===== config.mk =====
export PLATFORM = sky130hd
export DESIGN_NAME = serial_subtractor
export DESIGN_NICKNAME = d
export VERILOG_FILES = /design/src/rtl/serial_subtractor.sv
export SDC_FILE = /design/constraint.sdc
export NUM_CORES = 1
export LEC_CHECK = 0
export ABC_CLOCK_PERIOD_IN_PS = 1900
export BUFFER_PORTS_ARGS = -buffer_cell sky130_fd_sc_hd__clkbuf_2
export CAP_MARGIN = 20
export CORE_ASPECT_RATIO = 0.75
export CORE_UTILIZATION = 55
export CTS_BUF_LIST = sky130_fd_sc_hd__clkbuf_4 sky130_fd_sc_hd__clkbuf_8 sky130_fd_sc_hd__clkbuf_16
export DETAILED_ROUTE_END_ITERATION = 16
export GPL_TIMING_DRIVEN = 0
export PLACE_DENSITY = 0.81
export SYNTH_ARGS = -nofsm -noshare
export SYNTH_HDL_FRONTEND = slang
export SYNTH_SLANG_ARGS = --single-unit

===== constraint.sdc =====
create_clock -name clk -period 1.9 [get_ports clk]
set_input_delay 0 -clock clk [delete_from_list [all_inputs] [get_ports clk]]
set_output_delay 0 -clock clk [all_outputs]
set_load 0.05 [all_outputs]

===== src/rtl/serial_subtractor.sv =====
// Bit-serial two's-complement subtractor: diff = a - b, one bit per clock, LSB first.
// Latency: start accepted at edge E0 -> done pulse after edge E0+WIDTH -> ready again after E0+WIDTH+1.
// Backpressure: start is only taken while ready=1; a start seen while busy is dropped, never queued.
module serial_subtractor #(
  parameter int WIDTH = 8
) (
  input  logic             clk,
  input  logic             rst_n,
  input  logic             start,
  input  logic [WIDTH-1:0] a,
  input  logic [WIDTH-1:0] b,
  output logic             ready,
  output logic             busy,
  output logic             done,
  output logic [WIDTH-1:0] diff,
  output logic             borrow,
  output logic             zero,
  output logic             negative,
  output logic             overflow
);

  localparam int CW = $clog2(WIDTH);
  localparam logic [CW-1:0] LAST = CW'(WIDTH - 1);

  typedef enum logic [1:0] {
    S_IDLE = 2'd0,
    S_RUN  = 2'd1,
    S_DONE = 2'd2
  } state_t;

  state_t           state;
  logic [WIDTH-1:0] a_sh;
  logic [WIDTH-1:0] b_sh;
  logic [WIDTH-1:0] r_sh;
  logic [CW-1:0]    cnt;
  logic             br;
  // Operand sign bits are kept aside: the shift registers lose them before the flags are formed.
  logic             a_msb;
  logic             b_msb;

  logic             a_i;
  logic             b_i;
  logic             d_bit;
  logic             br_nxt;
  logic [WIDTH-1:0] res_full;

  // One full-subtractor cell on the current LSBs plus the result as it looks once this bit lands.
  always_comb begin
    a_i      = a_sh[0];
    b_i      = b_sh[0];
    d_bit    = a_i ^ b_i ^ br;
    br_nxt   = (~a_i & b_i) | (~(a_i ^ b_i) & br);
    res_full = {d_bit, r_sh[WIDTH-1:1]};
  end

  // Control FSM and datapath; diff/flags only load on the final RUN edge so partial results never show.
  always_ff @(posedge clk or negedge rst_n) begin
    if (!rst_n) begin
      state    <= S_IDLE;
      a_sh     <= '0;
      b_sh     <= '0;
      r_sh     <= '0;
      cnt      <= '0;
      br       <= 1'b0;
      a_msb    <= 1'b0;
      b_msb    <= 1'b0;
      diff     <= '0;
      borrow   <= 1'b0;
      zero     <= 1'b0;
      negative <= 1'b0;
      overflow <= 1'b0;
      done     <= 1'b0;
      busy     <= 1'b0;
      ready    <= 1'b1;
    end else begin
      case (state)
        S_IDLE: begin
          done <= 1'b0;
          if (start) begin
            a_sh  <= a;
            b_sh  <= b;
            a_msb <= a[WIDTH-1];
            b_msb <= b[WIDTH-1];
            br    <= 1'b0;
            cnt   <= '0;
            state <= S_RUN;
            ready <= 1'b0;
            busy  <= 1'b1;
          end
        end
        S_RUN: begin
          a_sh <= a_sh >> 1;
          b_sh <= b_sh >> 1;
          r_sh <= res_full;
          br   <= br_nxt;
          cnt  <= cnt + CW'(1);
          if (cnt == LAST) begin
            state    <= S_DONE;
            done     <= 1'b1;
            diff     <= res_full;
            borrow   <= br_nxt;
            zero     <= (res_full == '0);
            negative <= res_full[WIDTH-1];
            overflow <= (a_msb != b_msb) && (res_full[WIDTH-1] != a_msb);
          end
        end
        S_DONE: begin
          state <= S_IDLE;
          done  <= 1'b0;
          busy  <= 1'b0;
          ready <= 1'b1;
        end
        default: begin
          state <= S_IDLE;
          done  <= 1'b0;
          busy  <= 1'b0;
          ready <= 1'b1;
        end
      endcase
    end
  end

endmodule


Word level (Yosys, flattened, before mapping). Cells that the tools add are included.

Input port bits: 19. Word-level logic and storage cells: 56. Output and inout port bits: 15. Register bits: 47.

Muxes and demuxes: 16. Eq/ne operators: 6. Add/sub/neg operators: 1. Bitwise logic cells: 8. Reductions and logical operators: 9.

Operators by type and width (count): 8-bit case mux with 2 select lines (2); 8-bit 2-to-1 mux (2); 2-bit AND reduction (5); 8-bit logical NOT (1); 1-bit case mux with 2 select lines (3); 3-bit case mux with 2 select lines (1); 1-bit 2-to-1 mux (4); 2-bit 2-to-1 mux (2); 2-bit inequality test, second input constant (2); 2-bit case mux with 2 select lines (1); 3-bit by 1-bit adder with 3-bit output, second input constant (1); 3-bit == test, second input constant (1); 3-bit 2-to-1 mux (1); 1-bit NOT (3); 1-bit bitwise AND (2); 2-bit by 1-bit == test with 1-bit output, second input constant (1); 2-bit logical NOT (1); 1-bit inequality test (2); 2-bit nonzero test (1); 1-bit bitwise XOR (2); 1-bit logical AND (1); 1-bit bitwise OR (1).

Depth between registers and ports, before layout. Gate-level depths: netlist of the first run.

Depth after elaboration: 5. Gate-level depth with buffers: 6. Gate-level depth less buffers: 5.

Worst setup path before layout of the first run. OpenSTA, ideal clock, no wires.

Path kind: register to register. Start: register cnt[0]. End: register diff[1]. Arrival time: 1.321 ns. Stages on the path, launching flop included: 6. Period minus slack after synthesis: 1.446 ns. Required time: 1.775 ns. Setup time: 0.125 ns. Buffers on the path: 1. Setup slack: 0.454 ns. Cells stage by stage: dfrtp_1 -> ha_1 -> ha_1 -> nand3b_4 -> buf_6 -> mux2_4.

Longest elaborated chain between the ends: 2.

RTL lines: from (decl) (line 35) `logic [CW-1:0] cnt;`; from (signal assigned) (line 96) `cnt <= cnt + CW'(1);`; 3-bit == test (line 97) `if (cnt == LAST) begin`; 2-bit AND reduction (no line); to (signal assigned) (line 100) `diff <= res_full;`; to (decl) (line 15) `output logic [WIDTH-1:0] diff,`.

Every way passes these cells. A chain may end at the register's enable or synchronous reset.

Final worst setup path of the first run.
Start: register a_sh[0]. End: register zero.

Longest elaborated chain between the ends: 3.

RTL lines: from (decl) (line 32) `logic [WIDTH-1:0] a_sh;`; from (signal assigned) (line 92) `a_sh <= a_sh >> 1;`; 1-bit bitwise XOR (2 in series) (line 51) `d_bit = a_i ^ b_i ^ br;`; named net d_bit (line 43) `logic d_bit;`; 8-bit logical NOT (line 102) `zero <= (res_full == '0);`; to (signal assigned) (line 102); to (decl) (line 17) `output logic zero,`.

The timed path passes the listed nets, and every way through them passes these cells.

==> results of run 1 <==
==> cells by family (layout without fill, tap and decap cells) <==
logic type | Yosys count | count (layout) | synth area share
multiplexers | 24 | 24 | 0.133
AND/OR/NAND/NOR | 58 | 58 | 0.137
adder cells (fa/ha/maj) | 3 | 3 | 0.0226
buffers and inverters | 15 | 70 | 0.0572
AO/OA/AOI/OAI | 30 | 30 | 0.0836
flip-flops | 45 | 45 | 0.567
==> cell type report <==
type / instances / area [sq um]
sequential: 45 / 1130
clock inverter: 2 / 10.0
tap: 40 / 50.0
clock buffer: 6 / 76.3
fill: 243 / 937
timing repair buffer: 47 / 315
inverter: 4 / 15.0
buffer: 11 / 98.8
multi-input combinational: 115 / 748
==> metal layers <==
| metal | part of all wire | vias to the layer above | track usage |
|---|---|---|---|
| met5 | 0 | - | 0 |
| met4 | 0.022 | 0 | 0.107 |
| met3 | 0.040 | 11 | 0.0880 |
| met2 | 0.50 | 35 | 0.389 |
| met1 | 0.44 | 708 | 0.285 |
| li1 | - | 687 | - |
==> flip-flops by register name (all words and copies together) (netlist names) <==
name and cells:
overflow 1, br 1, cnt 3, r_sh 7
b_sh 8, done 1, diff 8, state 2
zero 1, busy 1, a_msb 1, borrow 1
a_sh 8, ready 1, b_msb 1
==> power by group through the flow <==
stage	combinational (W)	sequential [W]	clock, W
2_1_floorplan	0.00116	0.00210	0
3_3_place_gp	0.00199	0.00165	0
3_5_place_dp	0.00206	0.00168	0
4_1_cts	0.00208	0.00167	0.000594
5_1_grt	0.00226	0.00173	0.000639
6_report	0.00207	0.00167	0.000586
==> through the flow <==
stage                     area [sq um]  setup WS (ns)
after floorplan                   1990          0.454
after global placement            2200          0.307
after detailed placement          2200          0.312
after CTS                         2420          0.286
after global routing              2440          0.110
final                             2440          0.288
==> cells in the final DEF, fill, tap and decap left out <==
master	instances
a22o_1	2
fa_1	1
dfstp_2	1
o21ai_0	10
o21bai_2	1
buf_12	2
dlygate4sd3_1	13
clkbuf_1	1
clkbuf_2	34
nor2b_1	3
buf_4	2
clkbuf_4	1
nor2b_4	1
a21oi_1	5
and3b_1	1
mux2i_1	14
nand2_1	43
buf_6	4
inv_1	4
nand2b_1	3
mux2_4	3
mux2_2	7
buf_2	2
clkinv_2	2
nand3b_4	1
o21ai_1	11
nor4_1	2
clkbuf_8	5
and2b_1	1
a21o_1	1
dfrtp_1	44
nor2_1	3
ha_1	2
==> worst max path at each step <==
stage | start | endpoint | slack (ns) | depth (start not counted)
6_report | a_sh[0] | zero | 0.29 | 4
5_1_grt | a_sh[0] | zero | 0.11 | 4
4_1_cts | a_sh[0] | zero | 0.29 | 4
3_5_place_dp | a_sh[0] | zero | 0.31 | 4
3_3_place_gp | a_sh[0] | zero | 0.31 | 4
2_1_floorplan | cnt[0] | diff[1] | 0.45 | 5
==> cell usage after synthesis, types with 3 or more instances <==
| library cell | count | share of area |
|---|---|---|
| mux2i_1 | 14 | 0.070 |
| mux2_4 | 3 | 0.023 |
| nand2b_1 | 3 | 0.0094 |
| o21ai_1 | 11 | 0.028 |
| a21oi_1 | 5 | 0.013 |
| inv_1 | 4 | 0.0075 |
| mux2_2 | 7 | 0.040 |
| o21ai_0 | 10 | 0.025 |
| nor2b_1 | 3 | 0.0094 |
| dfrtp_1 | 44 | 0.55 |
| nor2_1 | 3 | 0.0057 |
| buf_6 | 4 | 0.023 |
| nand2_1 | 43 | 0.081 |
==> worst min-delay path, delay by kind of cell <==
family | cells | cell delay, ns
compound gates | 1 | 0.12
mux | 1 | 0.06
buf+inv | 1 | 0.08
==> timing repair <==
action	4_1_cts	5_1_grt
setup buffers	0	0
hold endpoints to repair	56	0
hold buffers	13	0
gates resized for setup	0	0
==> summary.md, run 1 <==
| Metric | Value |
|---|---|
| Status | finished with violations |
| Failing checks | negative hold slack |
| H-tree levels | 2 |
| IR Drop Worst-Case VDD | about 1100 uV |
| Final hold viol count | 1 |
| Syn_nets | 197 |
| Drt via density | 5.34 |
| Seq/Total Area, Yosys | 0.567 |
| GPL Wtd Cong | 0.719 |
| Total die area | about 0.0039 sq mm |
| Setup TNS | 0 ns |
| Drt pass-1 iters | 4 |
| WS Path Type | register to register |
| Routed Antenna Nets | 0 |
| Max FO, Critical Path | 5 |
| Antenna violations before repair | 0 |
| Slowest-stage cell, CP | fa_1 |
| Comb pwr share | 0.479 |
| Number of global-route vias before repair | 1,453 |
| Final wirelength | between 3000 and 4000 microns |
| Reg2reg path depth | 4 |
| Hold Path Sink | b_sh[6] |
| Clock transition at path regs | 0.09 ns |
| Yosys warns | 0 |
| Cell family with most CP delay | adder cells |
| Actual slew at the worst max-slew pin | ~0.44 ns |
| Startpoint types | register |
| Tot Pwr | 0.00433 W |
| Clk pwr share | 0.135 |
| Cell area after synthesis | roughly 0.002 sq mm |
| Worst path max stage delay | 0.59 ns |
| DP HPWL | 2660 microns |
| Ys async rst share | 1.00 |
| Worst reg2reg endpoint | zero |
| Worst Hold Class | input pin to register |
| Pin count of the biggest net entering global routing | 46 |
| Sequential share of power | 0.386 |
| GR Util All Layers | 0.237 |
| CTS sink cnt | 45 |
| Sw power | 0.00186 W |
| Syn Inst Count | roughly 180 |
| Power Density | about 1800 mW/mm^2 |
| Setup-failing EPs final | 0 |
| Root Buffer | clkbuf_8 |
| Core Area | 0.00338 sq mm |
| Max frequency | 620 MHz |
| Die H | between 50 and 60 microns |
| Data arrival, critical path | between 1.5 and 2 ns |
| Total number of vias | about 1,400 |
| Layout area overhead | 22.7% |
| DRT iter0 DRCs | a little under 60 |
| P_int | roughly 0.0025 W |
| LEAKAGE | roughly 1.3 nW |
| Die width | between 70 and 80 microns |
| R2R setup slack | 0.29 ns |
| Worst skew pair latency | 0.30 ns |
| RR Startpoint | a_sh[0] |
| Fin util | 0.723 |
| Io pins | 34 |
| Switching power share of the total | 0.430 |
| Layout cell share with drive strength beyond 1 | 0.287 |
| Buf/Inv on CP | 0 |
| TritonCTS Buffers | 5 |
| Clock skew | 0.0119 ns |
| Register bit total from synthesis | 45 |
| Fin Hold WS | -0.00887 ns |
| Max-Cap Viols | 0 |
| Worst slew margin | 0.709 |
| Commonest register cell after synthesis | dfrtp_1 |
| PortBufs | 33 |
| Mapped Avg Cell Area | 11.4 sq um |
| RSZ-0062 raised after global routing | false |
| Worst Hold Depth | 3 |
| Max Slew Vio Count | 0 |
| # rows | 18 |
| Worst path cell trace | fa_1 -> nor4_1 -> nand2_1 -> o21ai_0 |
| Non-Filler Instances | 270 |
| GR Overflow Total | 0 |
| Max clock buf depth | 2 |
| Initial Utilization | 0.589 |
| HP Start | b[6] |
| Nets@finish | about 250 |
| Min Tclk post-route | 1.61 ns |
| Worst Setup End Kind | register |
| Tcrit/Tclk final | 0.848 |
| Unique masters post-synth | 29 |
| CTS tree | yes |
| DRC errors left | 0 |
| Number of enable flip-flop cells after synthesis | 0 |
| # diodes | 0 |
| Data required time at the worst endpoint | approximately 2.1 ns |
| Placed Cells incl. Taps | 248 |
| First-pass GRT wire length | approximately 6600 microns |
| Routed wire per std cell | 14.4 microns |
No activity file was read; power rests on OpenSTA's default activity.
==> inputs of run 2 (changes only) <==
- ABC_AREA: unset -> 1
- ABC_CLOCK_PERIOD_IN_PS: 1900 -> 1430
- CORE_UTILIZATION: 55 -> 49
- PLACE_DENSITY: 0.81 -> 0.77
- clock period: 1.9 -> 1.43 ns (I/O delays scaled with it)
==> summary.md, run 2 <==
| Metric | Value |
|---|---|
| Unique masters post-synth | 21 (-28%) |
| Cell area after synthesis | 0.00199 sq mm (about the same) |
| Most frequent cells in the layout | nand2_1, dfrtp_1, clkbuf_2 |
| Area leader, netlist | dfrtp_1 |
| Final wirelength | 4160 microns (+6.9%) |
| Tcrit/Tclk final | 0.976 (+0.127) |
| HP Start | b[0] |
| DRT iter0 DRCs | 125 (+110%) |
| Clock transition at path regs | 0.09 ns (about the same) |
| Most common cell after layout, fill and taps aside | nand2_1 |
| Min Tclk post-route | 1.40 ns (-0.217 ns) |
| Worst skew pair latency | 0.31 ns (about the same) |
| GR Util All Layers | 0.224 (-0.0126) |
| Most used cell, CP | inv_2 |
| Number of enable flip-flop cells after synthesis | 0 (unchanged) |
| Max-Cap Viols | 0 (unchanged) |
| WS Path Type | register to register |
| Total number of vias | 1,694 (+18%) |
| Status | completed |
| Worst reg2reg endpoint | diff[7] |
| Setup WS post-layout | 0.0347 ns (-0.253 ns) |
| Worst Setup End Kind | register |
| Layout cell share with drive strength beyond 1 | 0.229 (-0.0583) |
| Switching power share of the total | 0.440 (+0.00965) |
| CTS tree | yes |
| Total die area | 0.00432 sq mm (+12%) |
| Fin util | 0.667 (-0.0553) |
| Core Area | 0.00378 sq mm (+12%) |
| Die width | 75.6 microns (+5.7%) |
| Cell family with most CP delay | adder cells |
| Drt via density | 4.91 (-8.0%) |
| Ys async rst share | 1.00 (unchanged) |
| Syn_nets | 259 (+31%) |
| GR Overflow Total | 0 (unchanged) |
| R2R setup slack | 0.03 ns (-0.25 ns) |
| Routed wire per std cell | 12.0 microns (-16%) |
| Worst Hold Depth | 5 (+2) |
| Reg2reg path depth | 5 (+1) |
| Max FO, Critical Path | 3 (-2) |
| Clk pwr share | 0.186 (+0.051) |
| Clock skew | 0.0116 ns (-0.000297 ns) |
| Setup TNS | 0 ns (unchanged) |
| PortBufs | 33 (unchanged) |
| Root Buffer | clkbuf_8 |
| Sw power | 0.00266 W (+43%) |
| Die H | 57.2 microns (+5.7%) |
| Worst path cell trace | inv_2 -> fa_2 -> inv_2 -> buf_4 -> o21ai_1 |
| # rows | 19 (+1) |
| DP HPWL | 2730 microns (+2.9%) |
| Layout fillers | 316 (+30%) |
| Drt pass-1 iters | 4 (unchanged) |
| Buf/Inv on CP | 3 (+3) |
| Data required time at the worst endpoint | 1.67 ns (-0.46 ns) |
| Seq/Total Area, Yosys | 0.567 (about the same) |
| IR Drop Worst-Case VDD | 1160 uV (+10%) |
| Post-synth top cells | nand2_1, dfrtp_1, nand3_1, inv_1, o21ai_0 |
| RR Startpoint | b_sh[0] |
| LEAKAGE | 1.37 nW (+6.6%) |
| Pin count of the biggest net entering global routing | 46 (unchanged) |
| CTS sink cnt | 45 (unchanged) |
| Worst Hold Class | input pin to register |
| Sequential share of power | 0.355 (-0.031) |
| Number of global-route vias before repair | 1,578 (+8.6%) |
| Io pins | 34 (unchanged) |
| Setup-failing EPs final | 0 (unchanged) |
| RSZ-0062 raised after global routing | true |
| Power Density | 2400 mW/mm^2 (+35%) |
| # diodes | 0 (unchanged) |
| Antenna violations before repair | 0 (unchanged) |
| Routed Antenna Nets | 0 (unchanged) |
| Hold Path Sink | b_sh[0] |
| Critical Path Stages | 5 (+1) |
| Tot Pwr | 0.00604 W (+40%) |
| Layout area overhead | 26.9% |
| Startpoint types | register |
| GPL Wtd Cong | 0.765 (+6.3%) |
| TritonCTS Buffers | 5 (unchanged) |
| Comb pwr share | 0.459 (-0.020) |
| Worst slew margin | 0.705 (-0.00381) |
| First-pass GRT wire length | 7090 microns (+7.7%) |
| Synth top area share | 0.554 (about the same) |
| Actual slew at the worst max-slew pin | 0.443 ns (+0.00572 ns) |
| Yosys warns | 0 (unchanged) |
| Max clock buf depth | 2 (unchanged) |
| H-tree levels | 2 (unchanged) |
| Nets@finish | 314 (+25%) |
| Register bit total from synthesis | 45 (unchanged) |
| DRC errors left | 0 (unchanged) |
| Initial Utilization | 0.526 (-0.0629) |
| Syn Inst Count | 237 (+35%) |
| P_int | 0.00339 W (+37%) |
| Mapped Avg Cell Area | 8.39 sq um (-26%) |
| Worst path max stage delay | 0.62 ns (+0.03 ns) |
| Top cells by area, synth | dfrtp_1, nand2_1, nand3_1 |
| Max frequency | 717 MHz (+16%) |
| Data arrival, critical path | 1.64 ns (-0.20 ns) |
| Slowest-stage cell, CP | fa_2 |
| Biggest registers after layout | a_sh (8), b_sh (8), diff (8) |
| Worst slack, placed | 0.0452 ns (-0.267 ns) |
| Final hold viol count | 0 (-1) |
| Fin Hold WS | 0.00869 ns (+0.0176 ns) |
| Top-count cell post-synth | nand2_1 |
| Max Slew Vio Count | 0 (unchanged) |
| Commonest register cell after synthesis | dfrtp_1 |
==> run 2: cell count changes after synthesis, moves of 4 or more <==
cell     previous run  this run
a21oi_1             5         1
nor2_1              3        10
nand3_1             0        19
inv_1               4        13
o21ai_1            11         7
mux2_2              7         0
mux2i_1            14         0
nand2_1            43       106
==> run 2: per-stage QoR <==
stage	area, sq um	std cells
finish	2520	345
global route	2520	345
CTS	2480	343
detailed placement	2220	322
global placement	2220	322
floorplan	1990	237
==> run 2: repair_timing <==
item / 4_1_cts / 5_1_grt
gates resized for setup: 0 / 7
hold buffers: 13 / 0
buffers inserted: 0 / 1
endpoints found under the hold margin: 58 / 0
endpoints found under the setup margin: 0 / 12
==> run 2: final cells by class <==
class	count	area, sq um	area share
tap	52	65.1	0.0258
buffer	11	70.1	0.0278
inverter	15	56.3	0.0223
timing repair buffer	48	323	0.128
sequential	45	1130	0.447
clock inverter	3	65.1	0.0258
multi-input combinational	166	747	0.296
clock buffer	5	68.8	0.0273
==> run 2: power by group through the flow <==
stage	registers (W)	logic (W)	clock network [W]
after CTS	0.00213	0.00268	0.00114
final	0.00214	0.00278	0.00112
after floorplan	0.00265	0.00146	0
after detailed placement	0.00215	0.00262	0
after global routing	0.00222	0.00312	0.00120
after global placement	0.00213	0.00254	0
==> run 2: routing by layer <==
metal	global-route usage	routed length, microns
met1	0.326	2000
met2	0.332	1920
met3	0.0689	201
met4	0.0556	32
met5	0	0
==> run 2: cells by family (layout without fill, tap and decap cells) <==
kind of cell    Yosys count  in the layout  synth area share
simple gates            141            141             0.291
compound gates           22             22            0.0560
buf+inv                  26             82            0.0636
flops                    45             45             0.567
fa+ha+maj                 3              3            0.0227
==> run 2: worst max path at each step <==
stage | to | start | slack, ns
final | diff[7] | b_sh[0] | 0.03
after global routing | overflow | b_sh[0] | -0.03
after CTS | zero | a_sh[0] | 0.02
after detailed placement | zero | a_sh[0] | 0.05
after global placement | zero | a_sh[0] | 0.07
after floorplan | zero | a_sh[0] | 0.15
==> run 2: worst register-to-register path: stages (launching register included) <==
cell,delay (ns)
dfrtp_1,0.37
inv_2,0.05
fa_2,0.62
inv_2,0.06
buf_4,0.12
o21ai_1,0.11
